## src/rtl/st_ir_stage_decode_if.sv

```systemverilog
// Instruction-register stage bus: capture controls and instruction in,
// register indices and hazard Tuse/Tnew codes out.
`timescale 1ns/1ps

interface st_ir_stage_decode_if;
   logic        en;
   logic        flush;
   logic [31:0] instr;
   logic [4:0]  rs;
   logic [4:0]  rt;
   logic [4:0]  GRFaddr;
   logic [2:0]  Drs_use;
   logic [2:0]  Drt_use;
   logic [2:0]  Euse;
   logic [2:0]  Muse;

   modport master (
      output en, flush, instr,
      input  rs, rt, GRFaddr, Drs_use, Drt_use, Euse, Muse
   );

   modport slave (
      input  en, flush, instr,
      output rs, rt, GRFaddr, Drs_use, Drt_use, Euse, Muse
   );
endinterface

```

## src/rtl/st_ir_stage_decode.sv

```systemverilog
// D-stage instruction register with hazard-control decode (dest reg, Tuse, Tnew).
// Optional macro ST_IR_EXT_INSTR_EN widens the decoded instruction set.
`timescale 1ns/1ps

module st_ir_stage_decode (
   input logic                 clk,
   input logic                 reset,
   st_ir_stage_decode_if.slave bus
);

   typedef enum logic [5:0] {
      OP_RTYPE = 6'h00,
      OP_J     = 6'h02,
      OP_JAL   = 6'h03,
      OP_BEQ   = 6'h04,
      OP_BNE   = 6'h05,
      OP_ADDI  = 6'h08,
      OP_ANDI  = 6'h0c,
      OP_ORI   = 6'h0d,
      OP_LUI   = 6'h0f,
      OP_LB    = 6'h20,
      OP_LH    = 6'h21,
      OP_LW    = 6'h23,
      OP_SB    = 6'h28,
      OP_SH    = 6'h29,
      OP_SW    = 6'h2b
   } opcode_e;

   typedef enum logic [5:0] {
      FN_JR   = 6'h08,
      FN_JALR = 6'h09,
      FN_ADD  = 6'h20,
      FN_SUB  = 6'h22,
      FN_AND  = 6'h24,
      FN_OR   = 6'h25,
      FN_SLT  = 6'h2a
   } funct_e;

   // Only the fields that affect outputs are held; shamt/imm bits never reach the decode.
   typedef struct packed {
      logic [5:0] op;
      logic [4:0] rs;
      logic [4:0] rt;
      logic [4:0] rd;
      logic [5:0] fn;
   } ir_t;

   ir_t ir_d, ir_q;

   logic [4:0] grf_addr;
   logic [2:0] drs_use;
   logic [2:0] drt_use;
   logic [2:0] e_use;
   logic [2:0] m_use;

   always_comb begin
      ir_d = ir_q;
      if (bus.flush) begin
         ir_d = '0;
      end else if (bus.en) begin
         ir_d = '{op: bus.instr[31:26], rs: bus.instr[25:21], rt: bus.instr[20:16],
                  rd: bus.instr[15:11], fn: bus.instr[5:0]};
      end
   end

   always_ff @(posedge clk) begin
      if (reset) ir_q <= '0;
      else       ir_q <= ir_d;
   end

   // X/Z opcode or funct bits match no item and fall through to the nop default.
   always_comb begin
      grf_addr = '0;
      drs_use  = 3'd7;
      drt_use  = 3'd7;
      e_use    = 3'd0;
      m_use    = 3'd0;
      case (ir_q.op)
         OP_RTYPE: begin
            case (ir_q.fn)
               FN_ADD, FN_SUB: begin
                  grf_addr = ir_q.rd;
                  drs_use  = 3'd1;
                  drt_use  = 3'd1;
                  e_use    = 3'd1;
               end
`ifdef ST_IR_EXT_INSTR_EN
               FN_AND, FN_OR, FN_SLT: begin
                  grf_addr = ir_q.rd;
                  drs_use  = 3'd1;
                  drt_use  = 3'd1;
                  e_use    = 3'd1;
               end
               FN_JALR: begin
                  grf_addr = ir_q.rd;
                  drs_use  = 3'd0;
               end
`endif
               FN_JR: begin
                  drs_use = 3'd0;
               end
               default: ;
            endcase
         end
`ifdef ST_IR_EXT_INSTR_EN
         OP_ADDI, OP_ANDI,
`endif
         OP_ORI: begin
            grf_addr = ir_q.rt;
            drs_use  = 3'd1;
            e_use    = 3'd1;
         end
         OP_LUI: begin
            grf_addr = ir_q.rt;
            e_use    = 3'd1;
         end
`ifdef ST_IR_EXT_INSTR_EN
         OP_LB, OP_LH,
`endif
         OP_LW: begin
            grf_addr = ir_q.rt;
            drs_use  = 3'd1;
            e_use    = 3'd2;
            m_use    = 3'd1;
         end
`ifdef ST_IR_EXT_INSTR_EN
         OP_SB, OP_SH,
`endif
         OP_SW: begin
            drs_use = 3'd1;
            drt_use = 3'd2;
         end
`ifdef ST_IR_EXT_INSTR_EN
         OP_BNE,
`endif
         OP_BEQ: begin
            drs_use = 3'd0;
            drt_use = 3'd0;
         end
         OP_JAL: begin
            grf_addr = 5'd31;
         end
`ifdef ST_IR_EXT_INSTR_EN
         OP_J: ;
`endif
         default: ;
      endcase
   end

   assign bus.rs      = ir_q.rs;
   assign bus.rt      = ir_q.rt;
   assign bus.GRFaddr = grf_addr;
   assign bus.Drs_use = drs_use;
   assign bus.Drt_use = drt_use;
   assign bus.Euse    = e_use;
   assign bus.Muse    = m_use;

endmodule

```

## src/flat_wrapper.sv

```systemverilog
// flat-port wrapper written by rule: the top's interface ports become plain ports
module st_ir_stage_decode_flat 
  (clk, reset, bus_en, bus_flush, bus_instr, bus_rs, bus_rt, bus_GRFaddr, bus_Drs_use, bus_Drt_use, bus_Euse, bus_Muse);
  st_ir_stage_decode_if bus_i ();
  input logic clk;
  input logic reset;
  input wire logic [$bits(bus_i.en)-1:0] bus_en;
  input wire logic [$bits(bus_i.flush)-1:0] bus_flush;
  input wire logic [$bits(bus_i.instr)-1:0] bus_instr;
  output wire logic [$bits(bus_i.rs)-1:0] bus_rs;
  output wire logic [$bits(bus_i.rt)-1:0] bus_rt;
  output wire logic [$bits(bus_i.GRFaddr)-1:0] bus_GRFaddr;
  output wire logic [$bits(bus_i.Drs_use)-1:0] bus_Drs_use;
  output wire logic [$bits(bus_i.Drt_use)-1:0] bus_Drt_use;
  output wire logic [$bits(bus_i.Euse)-1:0] bus_Euse;
  output wire logic [$bits(bus_i.Muse)-1:0] bus_Muse;
  assign bus_i.en = bus_en;
  assign bus_i.flush = bus_flush;
  assign bus_i.instr = bus_instr;
  assign bus_rs = bus_i.rs;
  assign bus_rt = bus_i.rt;
  assign bus_GRFaddr = bus_i.GRFaddr;
  assign bus_Drs_use = bus_i.Drs_use;
  assign bus_Drt_use = bus_i.Drt_use;
  assign bus_Euse = bus_i.Euse;
  assign bus_Muse = bus_i.Muse;
  st_ir_stage_decode u_core (.clk(clk), .reset(reset), .bus(bus_i));
endmodule
```

## config.mk

```make
export PLATFORM = sky130hd
export DESIGN_NAME = st_ir_stage_decode_flat
export DESIGN_NICKNAME = d
export VERILOG_FILES = /design/src/rtl/st_ir_stage_decode_if.sv /design/src/rtl/st_ir_stage_decode.sv /design/src/flat_wrapper.sv
export SDC_FILE = /design/constraint.sdc
export NUM_CORES = 1
export LEC_CHECK = 0
export BUFFER_PORTS_ARGS = -buffer_cell sky130_fd_sc_hd__buf_2
export CORE_ASPECT_RATIO = 0.6
export CORE_MARGIN = 1
export CORE_UTILIZATION = 40
export CTS_BUF_LIST = sky130_fd_sc_hd__clkbuf_4
export CTS_CLUSTER_SIZE = 14
export DETAILED_ROUTE_END_ITERATION = 10
export GPL_TIMING_DRIVEN = 0
export PLACE_DENSITY = 0.74
export SYNTH_ARGS = -nofsm -noshare
export SYNTH_HDL_FRONTEND = slang
export SYNTH_SLANG_ARGS = --single-unit
```

## constraint.sdc

```tcl
create_clock -name clk -period 5.25 [get_ports clk]
set_clock_uncertainty 0.1 [all_clocks]
set_input_delay 1.05 -clock clk [delete_from_list [all_inputs] [get_ports clk]]
set_output_delay 1.05 -clock clk [all_outputs]
set_load 0.02 [all_outputs]
```

==> flow_metrics.env <==
export IMPL_ys_seq_area_share_pct=40.30
export IMPL_crit_fanout=7
export IMPL_tns_ns=0
export IMPL_critPathArrivalTime_ns=2.20
export IMPL_hold_viol=0
export IMPL_critPathCaptureType="output port"
export IMPL_drt_pass1_iter_count=4
export IMPL_drive_above_1_share_pct=43.22
export IMPL_cts_setup_buffers=0
export IMPL_vias=1169
export IMPL_placed_cell_area_um2=1667
export IMPL_ant_nets=0
export IMPL_die_width_um=76.76
export IMPL_htreeDepth=1
export IMPL_cp_required_ns=4.10
export IMPL_diodes=0
export IMPL_drc=0
export IMPL_clk_pin_slew_ns=0.14
export IMPL_cpMaxStageDelayCell="or4_4"
export IMPL_final_nets=236
export IMPL_ys_warn_count=0
export IMPL_hold_buffers=0
export IMPL_synthCells=140
export IMPL_cts_tree="done"
export IMPL_hold_class="reg -> reg"
export IMPL_cts_sinks=27
export IMPL_rsz0062_at_grt="no"
export IMPL_start_kind="flip-flop"
export IMPL_finalMaxSlewViolations=0
export IMPL_max_slew_margin_pct=40.48
export IMPL_syn_area_um2=1341
export IMPL_switchingPower_uw=103.0
export IMPL_fin_crit_sh_pct=63.90
export IMPL_routedWlPerCell_um=13.05
export IMPL_comb_power_share_pct=18.7
export IMPL_clock_latency_ns=0.32
export IMPL_cellLeakagePower_nw=0.8467
export IMPL_grt_pass1_wl_mm=4.802
export IMPL_gp_congestion=0.7244
export IMPL_p_per_area_nw_per_um2=226.8
export IMPL_die_y_um=46.86
export IMPL_cp_top_family="simple AND/OR/NAND/NOR gates"
export IMPL_grt_ovfl_total=0
export IMPL_slowest_delay_ns=0.59
export IMPL_setup_viol=0
export IMPL_worstSetupPathType="reg -> out"
export IMPL_crit_cells=4
export IMPL_p_int_uw=281.8
export IMPL_initialDrtViolationCount=58
export IMPL_cts_resized=0
export IMPL_design_area_um2=1697
export IMPL_p_clk_share_pct=24.8
export IMPL_areaGrowthSynthToFinish_pct=26.49
export IMPL_sw_frac_of_total_pct=26.76
export IMPL_period_needed_ns=3.355
export IMPL_sequentialPowerShare_pct=56.5
export IMPL_pin_count=63
export IMPL_status="complete, no violations"
export IMPL_viasPerCell=4.851
export IMPL_grt_max_degree=15
export IMPL_hold_depth=2
export IMPL_avgSynthCellArea_um2=9.581
export IMPL_cts_buffers_inserted=3
export IMPL_dp_hpwl_mm=2.501
export IMPL_max_vdd_ir_drop_uv=110.5
export IMPL_antenna_found_initial=0
export IMPL_multi_input_area_um2=644.4
export IMPL_start_util_pct=44.39
export IMPL_cts_path_max_buffers=2
export IMPL_grt_util_all_layers_pct=17.54
export IMPL_tightest_slew_ns=0.8847
export IMPL_synth_cell_types=28
export IMPL_cp_num_buf_inv=1
export IMPL_ys_ff_latch=27
export IMPL_fp_row_count=15
export IMPL_clockRootBuffer="clkbuf_4"
export IMPL_coreArea_um2=3022
export IMPL_grt_pass1_vias=1048
export IMPL_crit_chain="or4_4 > nor4b_4 > a221o_2 > buf_2"
export IMPL_fmax_ghz=0.2981
export IMPL_die_area_um2=3596
export IMPL_seqCellArea_um2=540.5
export IMPL_n_fill_cell=273
export IMPL_routed_wl_mm=3.144
export IMPL_port_buffers=53
export IMPL_cap_violations=0
export IMPL_worstRegToRegCells=3
==> metal layers <==
metal	global-route usage [%]	wire length (um)
met1	22.97	1503
met2	29.11	1414
met3	5.825	217
met4	3.462	8
met5	0	0
==> worst register-to-register path, cell delays in order, from the launching register on <==
cell and delay (ns):
dfxtp_1 0.33, buf_6 0.13, mux2i_1 0.12, nor2_1 0.05
==> final cells by class <==
cell class / instances / share of cell area, %
Clock buffer: 4 / 1.770
Buffer: 22 / 8.776
Timing Repair Buffer: 53 / 15.63
Inverter: 4 / 0.8850
Multi-Input combinational cell: 89 / 37.98
Sequential cell: 27 / 31.86
Tap cell: 42 / 3.097
==> layout by cell type (no fill, tap or decap), types with 3 or more instances in the layout <==
cell type	instances
conb_1	3
nor2_1	31
inv_1	4
a221o_2	5
clkbuf_1	4
clkbuf_4	4
dfxtp_1	27
buf_2	55
mux2i_1	27
buf_4	15
==> sequential cells by signal, summed over array words and instances, names as in the netlist <==
register,flops
u_core.ir_q,17
u_core.bus.rs,5
u_core.bus.rt,5
==> cell families (layout without fill, tap and decap cells) <==
kind of cell,Yosys count,after routing,synth area share [%]
AO/OA/AOI/OAI,14,14,9.049
multiplexers,27,27,20.15
buffers and inverters,26,83,12.22
AND/OR/NAND/NOR,45,45,18.00
flip-flops,27,27,40.30
other,1,3,0.2796
==> synthesized netlist by cell type <==
master | n | area (um2)
or4_4 | 1 | 11.26
nor4_1 | 1 | 6.260
a21oi_1 | 2 | 10.01
nor4b_4 | 1 | 23.77
o21bai_1 | 1 | 7.510
nand3b_1 | 1 | 7.510
or2b_1 | 1 | 7.510
clkbuf_1 | 4 | 15.01
nand4bb_1 | 1 | 11.26
or3b_2 | 1 | 8.760
a221o_2 | 5 | 56.30
or3_1 | 1 | 6.260
o21ai_0 | 2 | 10.01
or2_2 | 2 | 12.51
conb_1 | 1 | 3.750
mux2i_1 | 27 | 270.3
buf_6 | 1 | 11.26
nand4b_1 | 1 | 8.760
dfxtp_1 | 27 | 540.5
nand2b_1 | 2 | 12.51
o311ai_0 | 2 | 17.52
nor4b_1 | 1 | 8.760
buf_2 | 2 | 10.01
nor2_1 | 31 | 116.4
o21ba_1 | 1 | 10.01
buf_4 | 15 | 112.6
o22a_2 | 1 | 10.01
inv_1 | 4 | 15.01
==> power groups by stage <==
| stage | logic, mW | clock network, mW | registers [mW] |
|---|---|---|---|
| floorplan | 0.0501 | 0 | 0.220 |
| global placement | 0.0697 | 0 | 0.221 |
| detailed placement | 0.0724 | 0 | 0.222 |
| CTS | 0.0726 | 0.0963 | 0.217 |
| global route | 0.0784 | 0.105 | 0.218 |
| finish | 0.0720 | 0.0953 | 0.217 |
==> metrics by stage <==
step                      utilization [%]  cells  power (mW)  hold WS (ns)  worst slack, ns
after detailed placement            55.16    237      0.2942        0.3780            2.269
after global routing                56.15    241      0.4021        0.4427            1.807
after global placement              55.16    237      0.2909        0.3689            2.338
after CTS                           56.15    241      0.3862        0.4098            1.891
final                               56.15    241      0.3847        0.4071            1.895
after floorplan                         -    142      0.2699        0.3515            1.945
==> final timing paths <==
kind,startpoint,endpoint,slack (ns)
max reg2reg,u_core.ir_q[23],u_core.ir_q[23],4.41
min reg2reg,u_core.ir_q[1],u_core.ir_q[1],0.41
max,u_core.ir_q[21],bus_GRFaddr[4],1.90
min,u_core.ir_q[1],u_core.ir_q[1],0.41
Power figures use the tool's default switching activity.
